**src/rtl/hazard_ctrl.sv**
```systemverilog
`default_nettype none
// ============================================================================
// Module   : hazard_ctrl
// Purpose  : Pipeline hazard unit for a 5-stage core.
//            - Operand forwarding select for the Execute stage (M over W)
//            - Load-use stall detection
//            - Multi-cycle unit busy FSM that holds F/D/E while running
//            - Stall / flush generation for F, D and E
//            - Optional saturating stall / flush performance counters
// Config   : define HAZARD_PERF_EN to build the performance counters;
//            otherwise StallCnt / FlushCnt are constant zero.
// Ports    : clk, reset (async, active-low)
//            RAD/UseD       Decode source registers and valid bits
//            RAE/UseE       Execute source registers and valid bits
//            WA3E/M/W, RegWriteE/M/W, MemtoRegE   destination info
//            BranchTakenE, PCSrcW, PCWrPendingF, MulStartE   control
//            ForwardE       2-bit forwarding select per source slot
//            StallF/D/E, FlushD/E, MulBusy, StallCnt, FlushCnt
// Revision : 1.0  initial release
// ============================================================================
module hazard_ctrl #(
    parameter int NSRC    = 3,
    parameter int AW      = 4,
    parameter int MUL_LAT = 4,
    parameter int CNTW    = 32
) (
    input  logic                 clk,
    input  logic                 reset,
    input  logic [NSRC*AW-1:0]   RAD,
    input  logic [NSRC-1:0]      UseD,
    input  logic [NSRC*AW-1:0]   RAE,
    input  logic [NSRC-1:0]      UseE,
    input  logic [AW-1:0]        WA3E,
    input  logic [AW-1:0]        WA3M,
    input  logic [AW-1:0]        WA3W,
    input  logic                 RegWriteE,
    input  logic                 RegWriteM,
    input  logic                 RegWriteW,
    input  logic                 MemtoRegE,
    input  logic                 BranchTakenE,
    input  logic                 PCSrcW,
    input  logic                 PCWrPendingF,
    input  logic                 MulStartE,
    output logic [2*NSRC-1:0]    ForwardE,
    output logic                 StallF,
    output logic                 StallD,
    output logic                 StallE,
    output logic                 FlushD,
    output logic                 FlushE,
    output logic                 MulBusy,
    output logic [CNTW-1:0]      StallCnt,
    output logic [CNTW-1:0]      FlushCnt
);

    localparam int CW = $clog2(MUL_LAT);

    localparam logic [0:0]    S_IDLE = 1'b0;
    localparam logic [0:0]    S_BUSY = 1'b1;

    // Loading MUL_LAT-2 and leaving on cnt==0 gives MUL_LAT-1 busy cycles.
    localparam logic [CW-1:0] c_LOAD = CW'(MUL_LAT - 2);
    localparam logic [CW-1:0] c_ONE  = CW'(1);

    logic [0:0]       r_state;
    logic [CW-1:0]    r_cnt;
    logic [NSRC-1:0]  w_ldr_hit;
    logic             w_ldr_stall;
    logic             w_mul_stall;

    // ------------------------------------------------------------------
    // Per-slot forwarding select and load-use match
    // ------------------------------------------------------------------
    for (genvar gi = 0; gi < NSRC; gi++) begin : g_slot
        logic [AW-1:0] w_rae;
        logic [AW-1:0] w_rad;
        assign w_rae = RAE[gi*AW +: AW];
        assign w_rad = RAD[gi*AW +: AW];

        // Memory stage result is younger, so it wins over writeback.
        assign ForwardE[2*gi +: 2] =
            (UseE[gi] && RegWriteM && (w_rae == WA3M)) ? 2'b10 :
            (UseE[gi] && RegWriteW && (w_rae == WA3W)) ? 2'b01 : 2'b00;

        assign w_ldr_hit[gi] = UseD[gi] && (w_rad == WA3E);
    end

    assign w_ldr_stall = MemtoRegE & RegWriteE & (|w_ldr_hit);

    // ------------------------------------------------------------------
    // Multi-cycle unit FSM
    // ------------------------------------------------------------------
    always_ff @(posedge clk or negedge reset) begin
        if (!reset) begin
            r_state <= S_IDLE;
            r_cnt   <= '0;
        end else begin
            case (r_state)
                S_IDLE: begin
                    // A start on a taken branch belongs to a squashed path.
                    if (MulStartE && !BranchTakenE) begin
                        r_state <= S_BUSY;
                        r_cnt   <= c_LOAD;
                    end
                end
                S_BUSY: begin
                    if (r_cnt == '0) begin
                        r_state <= S_IDLE;
                    end else begin
                        r_cnt <= r_cnt - c_ONE;
                    end
                end
                default: begin
                    r_state <= S_IDLE;
                    r_cnt   <= '0;
                end
            endcase
        end
    end

    assign w_mul_stall = (r_state == S_BUSY);

    // ------------------------------------------------------------------
    // Stall / flush outputs (purely combinational)
    // ------------------------------------------------------------------
    assign MulBusy = w_mul_stall;
    assign StallE  = w_mul_stall;
    assign StallD  = w_ldr_stall | w_mul_stall;
    assign StallF  = w_ldr_stall | w_mul_stall | PCWrPendingF;
    // A held E register must keep its contents, so no flush while busy.
    assign FlushE  = (w_ldr_stall | BranchTakenE) & ~w_mul_stall;
    assign FlushD  = PCWrPendingF | PCSrcW | BranchTakenE;

    // ------------------------------------------------------------------
    // Performance counters
    // ------------------------------------------------------------------
`ifdef HAZARD_PERF_EN
    logic [CNTW-1:0] r_stall_cnt;
    logic [CNTW-1:0] r_flush_cnt;

    always_ff @(posedge clk or negedge reset) begin
        if (!reset) begin
            r_stall_cnt <= '0;
            r_flush_cnt <= '0;
        end else begin
            if (StallF && !(&r_stall_cnt)) begin
                r_stall_cnt <= r_stall_cnt + CNTW'(1);
            end
            if ((FlushD | FlushE) && !(&r_flush_cnt)) begin
                r_flush_cnt <= r_flush_cnt + CNTW'(1);
            end
        end
    end

    assign StallCnt = r_stall_cnt;
    assign FlushCnt = r_flush_cnt;
`else
    assign StallCnt = '0;
    assign FlushCnt = '0;
`endif

endmodule
`default_nettype wire

```
**config.mk**
```make
export PLATFORM = sky130hd
export DESIGN_NAME = hazard_ctrl
export DESIGN_NICKNAME = d
export VERILOG_FILES = /design/src/rtl/hazard_ctrl.sv
export SDC_FILE = /design/constraint.sdc
export NUM_CORES = 1
export LEC_CHECK = 0
export CORE_MARGIN = 1
export CORE_UTILIZATION = 30
export CTS_BUF_LIST = sky130_fd_sc_hd__clkbuf_16
export DETAILED_ROUTE_END_ITERATION = 12
export DONT_BUFFER_PORTS = 1
export PLACE_DENSITY_LB_ADDON = 0.05
export SYNTH_ARGS = -nofsm -noshare
export SYNTH_HDL_FRONTEND = slang
export SYNTH_SLANG_ARGS = --single-unit
```
**constraint.sdc**
```tcl
create_clock -name clk -period 2 [get_ports clk]
set_input_delay 0.2 -clock clk [delete_from_list [all_inputs] [get_ports clk]]
set_output_delay 0.2 -clock clk [all_outputs]
set_load 0.02 [all_outputs]
```
==> impl_metrics.csv, run 1 <==
group,metric,value,unit
route,drtPass1Iterations,4,
setup_path,cp_max_fo,6,
logic_synthesis,synth_area_leaders,"buf_4, xnor2_1, xor2_1",
route,wl,1950,um
setup_path,r2r-end,"r_cnt[1]",
route,drc,0,
grt,grtUsageTotal,9.17,%
timing,setup_slack,0.483,ns
outcome,status,"finished clean",
grt,first_global_vias,718,
place,dp_hpwl,1820,um
hold_path,hold_path.class,"in -> reg",
logic_synthesis,synth_seq_cells,3,
final_layout,drive_above_1_share,7.14,%
place,place_ws,0.666,ns
route,vias,783,
clock_network,cts_tree,"built",
logic_synthesis,synth_edf_count,0,
logic_synthesis,synth.avg_cell_area,7.70,um2
place,numPortBuffers,0,
clock_network,clkTransAtPathRegs,0.03,ns
floorplan,die_y,63.4,um
final_layout,nNetsFinal,208,
route,avgRoutedWirePerCell,9.75,um
pwr,leakagePower,0.499,nW
logic_synthesis,ys_seq_area_share,6.63,%
pwr,power_density,749,nW/um2
logic_synthesis,synth_warnings,0,
place,gp_congestion,0.751,
timing,fin_crit_sh,75.9,%
clock_network,htreeDepth,1,
timing,rsz0062_at_grt,"no",
grt,grt.overflow.total,0,
grt,grt_pass1_wl,2920,um
logic_synthesis,yosysMostFrequentCell,"buf_4",
setup_path,endpoint_kind,"primary output",
route,ant_nets,0,
timing,maxSlewViolCount,0,
setup_path,worstSetupStartpoint,"MulBusy",
floorplan,die_w,63.4,um
setup_path,critical_path_class,"reg -> out",
logic_synthesis,synth_cells,147,
grt,antenna_found_initial,0,
timing,finalSetupTns,0,ns
pwr,peakVddDrop,0.474,mV
setup_path,start_kind,"flip-flop",
floorplan,rows,21,
setup_path,worstPathRequired,1.80,ns
logic_synthesis,synth_ff_type,"dfrtp_1",
route,dr.first_iter.drc_count,29,
grt,grt_max_degree,7,
flow_run,maxCapViolCount,0,
clock_network,clk_latency,0.22,ns
setup_path,crit-reg2reg-launch,"MulBusy",
setup_path,cp-endpoint,"StallF",
timing,finalCriticalPeriod,1.52,ns
setup_path,rrSetupSlack,0.69,ns
final_layout,n_antenna_cell,0,
logic_synthesis,ys_types,29,
timing,worst_pin_slew,0.615,ns
route,viasPerCell,3.92,
clock_network,clockBufferDepth,2,
clock_network,cts_num_sinks,3,
final_layout,syn_to_final_growth,-6.63,%
logic_synthesis,synthTopCellsByCount,"buf_4, xnor2_1, nand3_1",
clock_network,post_cts_buffers,0,
floorplan,start_util,32.6,%
logic_synthesis,post-synth-top-area-fraction,43.1,%
timing,clock.fmax,659,MHz
floorplan,io_pins,128,
floorplan,core,3470,um2
timing,finClkSkew,0.00143,ns
logic_synthesis,yosys.area.top_type,"buf_4",
timing,relSlewSlack,58.7,%
timing,hold_viol,0,
clock_network,clock-root-buffer,"clkbuf_16",
pwr,total_power,792,uW
clock_network,cts_buffers,3,
logic_synthesis,synthArstFlopShare,100,%
final_layout,nFillCells,387,
timing,setup_viol,0,
floorplan,die_area,4020,um2
logic_synthesis,synth_area,1130,um2
setup_path,worst-endpoint-arrival,1.32,ns
setup_path,ff2ff_path_depth,4,
==> layout by cell type (no fill, tap or decap), drive strengths merged, types with 2 or more instances in the layout <==
cell,n
buf,4
dfrtp,3
conb,64
nand3,12
inv,7
nor3,5
nor2,2
xor2,9
nor4,2
xnor2,24
nand2,2
clkbuf,3
==> power breakdown <==
part	switching (mW)	internal, mW
Combinational	0.232	0.105
Sequential	0.0519	0.0916
Clock	0.0532	0.258
==> timing repair <==
action,in CTS,in global routing
endpoints found under the hold margin,3,0
hold buffers,1,0
resized for setup,0,0
==> worst min-delay path by stage <==
stage	startpoint	endpoint	slack, ns	cells after the start
finish	MulStartE	MulBusy	0.15	1
global route	MulStartE	MulBusy	0.17	1
CTS	MulStartE	MulBusy	0.14	1
detailed placement	reset	r_cnt[0]	-0.1	0
global placement	reset	r_cnt[0]	-0.1	0
floorplan	reset	MulBusy	-0.1	0
==> critical path: stages, from the launching register on <==
cell and delay, ns:
dfrtp_1 0.55, a41oi_1 0.30, nand3b_1 0.24
==> flip-flops by register name, indices dropped and copies added (netlist names) <==
name	count
r_cnt	2
MulBusy	1
==> area by class of cell <==
type / instances / area (um2) / area share (%)
clock buffers: 3 / 75.1 / 7.10
multi-input cells: 136 / 783 / 74.1
repair buffers: 5 / 40.0 / 3.79
inverters: 6 / 22.5 / 2.13
flip-flops and latches: 3 / 75.1 / 7.10
well taps: 46 / 57.6 / 5.44
clock inverters: 1 / 3.75 / 0.355
==> per-layer routing <==
| layer | GRT usage [%] | share of wire, % | vias up | wire length, um |
|---|---|---|---|---|
| met1 | 7.37 | 25 | 333 | 484 |
| met5 | 0 | 0 | - | 0 |
| li1 | - | - | 362 | - |
| met4 | 4.26 | 1.2 | 0 | 23 |
| met2 | 17.0 | 51 | 84 | 991 |
| met3 | 5.80 | 23 | 4 | 448 |
==> logic make-up after synthesis <==
| group | share of synthesized area (%) |
|---|---|
| other cells | 0.331 |
| xor+xnor | 25.5 |
| flops | 6.63 |
| compound gates | 6.52 |
| fa+ha+maj | 1.10 |
| buf+inv | 45.1 |
| simple gates | 14.8 |
==> per-stage QoR <==
step	std cells	cell area [um2]	util [%]	hold WS, ns
after detailed placement	195	968	27.9	-0.0955
after CTS	200	1060	30.5	0.144
after floorplan	210	1370	-	-0.0956
final	200	1060	30.5	0.146
after global routing	200	1060	30.5	0.166
after global placement	195	968	27.9	-0.0955
(Power assumes the default switching activity.)
==> inputs of run 2 (changes only) <==
==> constraint.sdc (replaced) <==
create_clock -name clk -period 1.3 [get_ports clk]
set_input_delay 0.13 -clock clk [delete_from_list [all_inputs] [get_ports clk]]
set_output_delay 0.13 -clock clk [all_outputs]
set_load 0.02 [all_outputs]
==> run 2 against run 1 <==
  * First-iteration DRC count unchanged
  * Clock-buffer cell count unchanged
  * Critical path depth unchanged
  * Routed wire length increased by 14%
  * Final area increased by 2.7%
  * Worst setup slack got worse by 0.44 ns
  * Clock skew decreased by 0.0011 ns
  * Die area unchanged
  * Global-route usage increased by 1.2 points
  * Critical endpoint unchanged
==> impl_metrics.csv, run 2 (same netlist as run 1, synthesis figures left out) <==
group,metric,value,unit
timing,rsz0062_at_grt,"no",
pwr,power_density,1150,nW/um2
final_layout,final_common_cell,"conb_1",
clock_network,clockBufferDepth,2,
setup_path,endpoint_kind,"primary output",
timing,hold_viol,0,
floorplan,die_area,4020,um2
setup_path,crit_buf_inv,0,
setup_path,start_kind,"flip-flop",
route,ant_nets,0,
route,drtPass1Iterations,3,
grt,grtUsageTotal,10.3,%
route,viasPerCell,3.88,
floorplan,core,3470,um2
grt,grt_max_degree,6,
setup_path,worstPathRequired,1.17,ns
final_layout,seqCellArea,75.1,um2
grt,grt_pass1_wl,3260,um
flow_run,maxCapViolCount,0,
floorplan,start_util,32.6,%
setup_path,cp_max_fo,5,
clock_network,htreeDepth,1,
final_layout,multi_input_area,790,um2
timing,setup_viol,0,
floorplan,io_pins,128,
clock_network,clock-root-buffer,"clkbuf_16",
setup_path,cp_top_family,"flip-flops",
final_layout,syn_to_final_growth,-4.09,%
clock_network,cts_num_sinks,3,
route,dr.first_iter.drc_count,29,
floorplan,die_y,63.4,um
clock_network,clk_latency,0.22,ns
pwr,peakVddDrop,0.777,mV
grt,first_global_vias,692,
final_layout,n_antenna_cell,0,
setup_path,worst-endpoint-arrival,1.12,ns
clock_network,cts_tree,"built",
route,avgRoutedWirePerCell,11.0,um
place,dp_hpwl,2000,um
clock_network,clkTransAtPathRegs,0.03,ns
final_layout,nNetsFinal,211,
final_layout,largest_reg_flops,2,
route,vias,788,
final_layout,fin_area,1090,um2
floorplan,die_w,63.4,um
clock_network,post_cts_buffers,0,
route,wl,2230,um
setup_path,critical_path_class,"reg -> out",
final_layout,largest_register,"r_cnt",
place,place_ws,0.121,ns
timing,maxSlewViolCount,0,
timing,clock.fmax,797,MHz
setup_path,slowest_delay,0.42,ns
timing,setup_slack,0.0456,ns
setup_path,crit_chain,"a41oi_1 -> nand3b_1",
pwr,leakagePower,0.515,nW
timing,finalCriticalPeriod,1.25,ns
setup_path,cp_slowest_cell,"dfrtp_1",
outcome,status,"finished clean",
grt,grt.overflow.total,0,
grt,antenna_found_initial,0,
timing,fin_crit_sh,96.5,%
hold_path,hold_path.class,"in -> reg",
floorplan,rows,21,
pwr,total_power,1.25,mW
place,gp_congestion,0.764,
final_layout,drive_above_1_share,9.55,%
place,post_dp_cell_area,997,um2
final_layout,final_cell_mix,"conb_1, xnor2_1, nand3_1, xor2_1",
final_layout,nFillCells,385,
timing,finClkSkew,0.000312,ns
timing,finalSetupTns,0,ns
clock_network,cts_buffers,3,
place,numPortBuffers,0,
route,drc,0,
==> run 2: changes by cell type in the layout (fill, tap and decap cells not counted) <==
cell and change:
buf_4 +3, nor4_1 -1, nor4_2 +1
==> run 2: power breakdown <==
part           leakage [nW]  internal, mW  switching [mW]
Combinational         0.437         0.182           0.412
Sequential           0.0351         0.142          0.0351
Clock                0.0423         0.397          0.0841
==> run 2: final timing paths <==
path	start	to	slack, ns	depth (start not counted)
min	MulStartE	MulBusy	0.07	1
min in group asynchronous	reset	r_cnt[1]	0.15	1
max	MulBusy	StallF	0.05	2
max reg2reg	r_cnt[0]	r_cnt[1]	0.18	6
max in group asynchronous	reset	r_cnt[0]	1.01	1
min reg2reg	r_cnt[1]	r_cnt[1]	0.54	2
==> run 2: routing by layer <==
metal / GRT usage (%) / up-vias / routed length (um)
met5: 0 / - / 0
met4: 5.11 / 0 / 27
met3: 4.53 / 4 / 411
met2: 17.4 / 85 / 1090
met1: 10.8 / 331 / 703
li1: - / 368 / -
==> run 2: timing repair <==
item	in CTS	in global routing
hold buffers	1	0
resized for setup	0	0
hold endpoints to repair	3	0
==> run 2: layout make-up <==
| class | count | area share [%] |
|---|---|---|
| multi-input combinational | 136 | 72.7 |
| sequential | 3 | 6.91 |
| clock buffer | 3 | 6.91 |
| timing repair buffer | 8 | 5.76 |
| tap | 46 | 5.30 |
| inverter | 6 | 2.07 |
| clock inverter | 1 | 0.346 |
==> run 2: per-stage QoR <==
step / hold WS [ns] / cells / util (%)
6_report: 0.0700 / 203 / 31.3
5_1_grt: 0.0764 / 203 / 31.3
4_1_cts: 0.0722 / 203 / 31.3
3_5_place_dp: -0.166 / 198 / 28.8
3_3_place_gp: -0.165 / 198 / 28.8
2_1_floorplan: -0.166 / 210 / -
==> inputs of run 3 (changes only) <==
--- a/config.mk
+++ b/config.mk
@@ -6,7 +6,7 @@
 export NUM_CORES = 1
 export LEC_CHECK = 0
 export CORE_MARGIN = 1
-export CORE_UTILIZATION = 30
+export CORE_UTILIZATION = 37
 export CTS_BUF_LIST = sky130_fd_sc_hd__clkbuf_16
 export DETAILED_ROUTE_END_ITERATION = 12
 export DONT_BUFFER_PORTS = 1
==> constraint.sdc (replaced) <==
create_clock -name clk -period 1.1 [get_ports clk]
set_input_delay 0.11 -clock clk [delete_from_list [all_inputs] [get_ports clk]]
set_output_delay 0.11 -clock clk [all_outputs]
set_load 0.05 [all_outputs]
==> run 3 against run 2 <==
  * The flow now finishes with violations (design-rule violations, negative setup slack)
  * Global-route usage increased by 2.2 points
  * Flip-flop and latch count is the same
  * Final cell count is 3.9% lower
  * Combinational power grew to 2.7 times the previous value
  * Sequential power up 19%
  * Non-clock buffer count is 7 higher
  * Highest routed layer unchanged
==> impl_metrics.csv, run 3 (same netlist as run 1, synthesis figures left out) <==
group,metric,value,unit
outcome,status,"complete, but fails checks",
outcome,violations,"design-rule violations, negative setup slack",
setup_path,start_kind,"flip-flop",
final_layout,nFillCells,253,
floorplan,rows,19,
final_layout,largest_register,"r_cnt",
setup_path,slowest_delay,0.42,ns
timing,fin_crit_sh,111,%
grt,antenna_found_initial,0,
final_layout,drive_above_1_share,24.4,%
timing,setup_slack,-0.125,ns
timing,setup_viol,4,
grt,grt_pass1_wl,3240,um
setup_path,crit-reg2reg-launch,"MulBusy",
pwr,leakagePower,0.621,nW
clock_network,clk_latency,0.22,ns
final_layout,multi_input_area,992,um2
hold_path,holdPathEnd,"MulBusy",
timing,clock.fmax,816,MHz
clock_network,cts_num_sinks,3,
floorplan,die_w,57.3,um
setup_path,r2r-end,"r_cnt[1]",
hold_path,hold_depth,1,
clock_network,cts_tree,"built",
place,dp_hpwl,1870,um
grt,grt_max_degree,5,
grt,met1_usage,13.7,%
timing,holdWs,0.0794,ns
setup_path,cp_top_family,"flip-flops",
final_layout,syn_to_final_growth,23.0,%
clock_network,clock-root-buffer,"clkbuf_16",
pwr,power_density,1700,nW/um2
timing,finalSetupTns,-0.342,ns
final_layout,final_cell_mix,"conb_1, xnor2_1, nand3_1, xor2_1, inv_1",
route,wl,2120,um
setup_path,worstPathRequired,0.99,ns
grt,busiest_layer,"met2",
clock_network,clkTransAtPathRegs,0.03,ns
setup_path,cp_max_fo,3,
floorplan,io_pins,128,
setup_path,endpoint_kind,"primary output",
timing,rsz0062_at_grt,"yes",
grt,first_global_vias,768,
route,ant_nets,0,
clock_network,clockBufferDepth,2,
floorplan,die_y,57.3,um
grt,use_met2,23.9,%
route,vias,808,
clock_network,cts_buffers,3,
timing,hold_viol,0,
route,drtPass1Iterations,11,
floorplan,core,2830,um2
setup_path,crit_buf_inv,1,
final_layout,nNetsFinal,218,
final_layout,final_common_cell,"conb_1",
setup_path,cp_slowest_cell,"dfrtp_2",
grt,grt.overflow.total,0,
grt,use_met3,2.49,%
grt,grtUsageTotal,12.6,%
flow_run,maxCapViolCount,0,
place,numPortBuffers,0,
pwr,peakVddDrop,1.37,mV
route,dr.first_iter.drc_count,28,
setup_path,rrSetupSlack,-0.04,ns
hold_path,hold_start,"MulStartE",
clock_network,htreeDepth,1,
final_layout,n_antenna_cell,0,
final_layout,seqCellArea,76.3,um2
setup_path,ff2ff_path_depth,5,
hold_path,hold_path.class,"in -> reg",
setup_path,worst-endpoint-arrival,1.12,ns
floorplan,start_util,40.0,%
setup_path,crit_chain,"a41oi_2 -> nand3b_1 -> buf_6",
setup_path,critical_path_class,"reg -> out",
place,gp_congestion,0.791,
route,avgRoutedWirePerCell,10.8,um
timing,maxSlewViolCount,0,
route,viasPerCell,4.14,
floorplan,die_area,3290,um2
timing,finClkSkew,0.00198,ns
timing,finalCriticalPeriod,1.23,ns
final_layout,largest_reg_flops,2,
route,drc,8,
run 3: worst max path at each step:
stage / start / to / slack [ns] / cells past startpoint
floorplan: RAE[6] / ForwardE[2] / -0.29 / 4
global placement: RAD[3] / FlushE / -0.04 / 5
detailed placement: RAD[3] / FlushE / -0.06 / 5
CTS: MulBusy / StallF / -0.11 / 3
global route: MulBusy / StallF / -0.16 / 3
finish: MulBusy / StallF / -0.13 / 3
run 3: where the power goes:
part | internal (mW) | leakage [nW] | switching (mW)
registers | 0.172 | 0.0340 | 0.0388
logic | 0.478 | 0.545 | 1.10
clock network | 0.469 | 0.0423 | 0.103
total | 1.12 | 0.621 | 1.24
run 3: metrics by stage:
step,setup WS (ns),cell area (um2),total power [mW],std cells,util [%]
floorplan,-0.293,1530,1.61,210,-
global placement,-0.0383,1210,1.58,186,42.7
detailed placement,-0.0595,1210,1.57,186,42.7
CTS,-0.107,1350,2.32,194,47.6
global route,-0.163,1390,2.47,195,49.2
finish,-0.125,1390,2.36,195,49.2
run 3: final cells by class:
cell class / count / share of cell area [%]
repair buffers: 15 / 13.2
inverters: 6 / 1.62
well taps: 31 / 2.79
multi-input cells: 136 / 71.2
clock inverters: 1 / 0.270
flip-flops and latches: 3 / 5.48
clock buffers: 3 / 5.39
run 3: repair_timing:
action | CTS | global route
gates resized for setup | 7 | 8
pin swaps | 2 | 4
cloned | 0 | 0
hold endpoints to repair | 3 | 0
buffers inserted | 3 | 1
hold buffers | 1 | 0
endpoints found under the setup margin | 5 | 8
run 3: metal layers:
layer  wire length (um)  share of wire [%]  vias to the layer above
met3                218                 10                        2
li1                   -                  -                      381
met1                703                 33                      358
met5                  0                  0                        -
met2               1170                 55                       67
met4                 21               0.99                        0
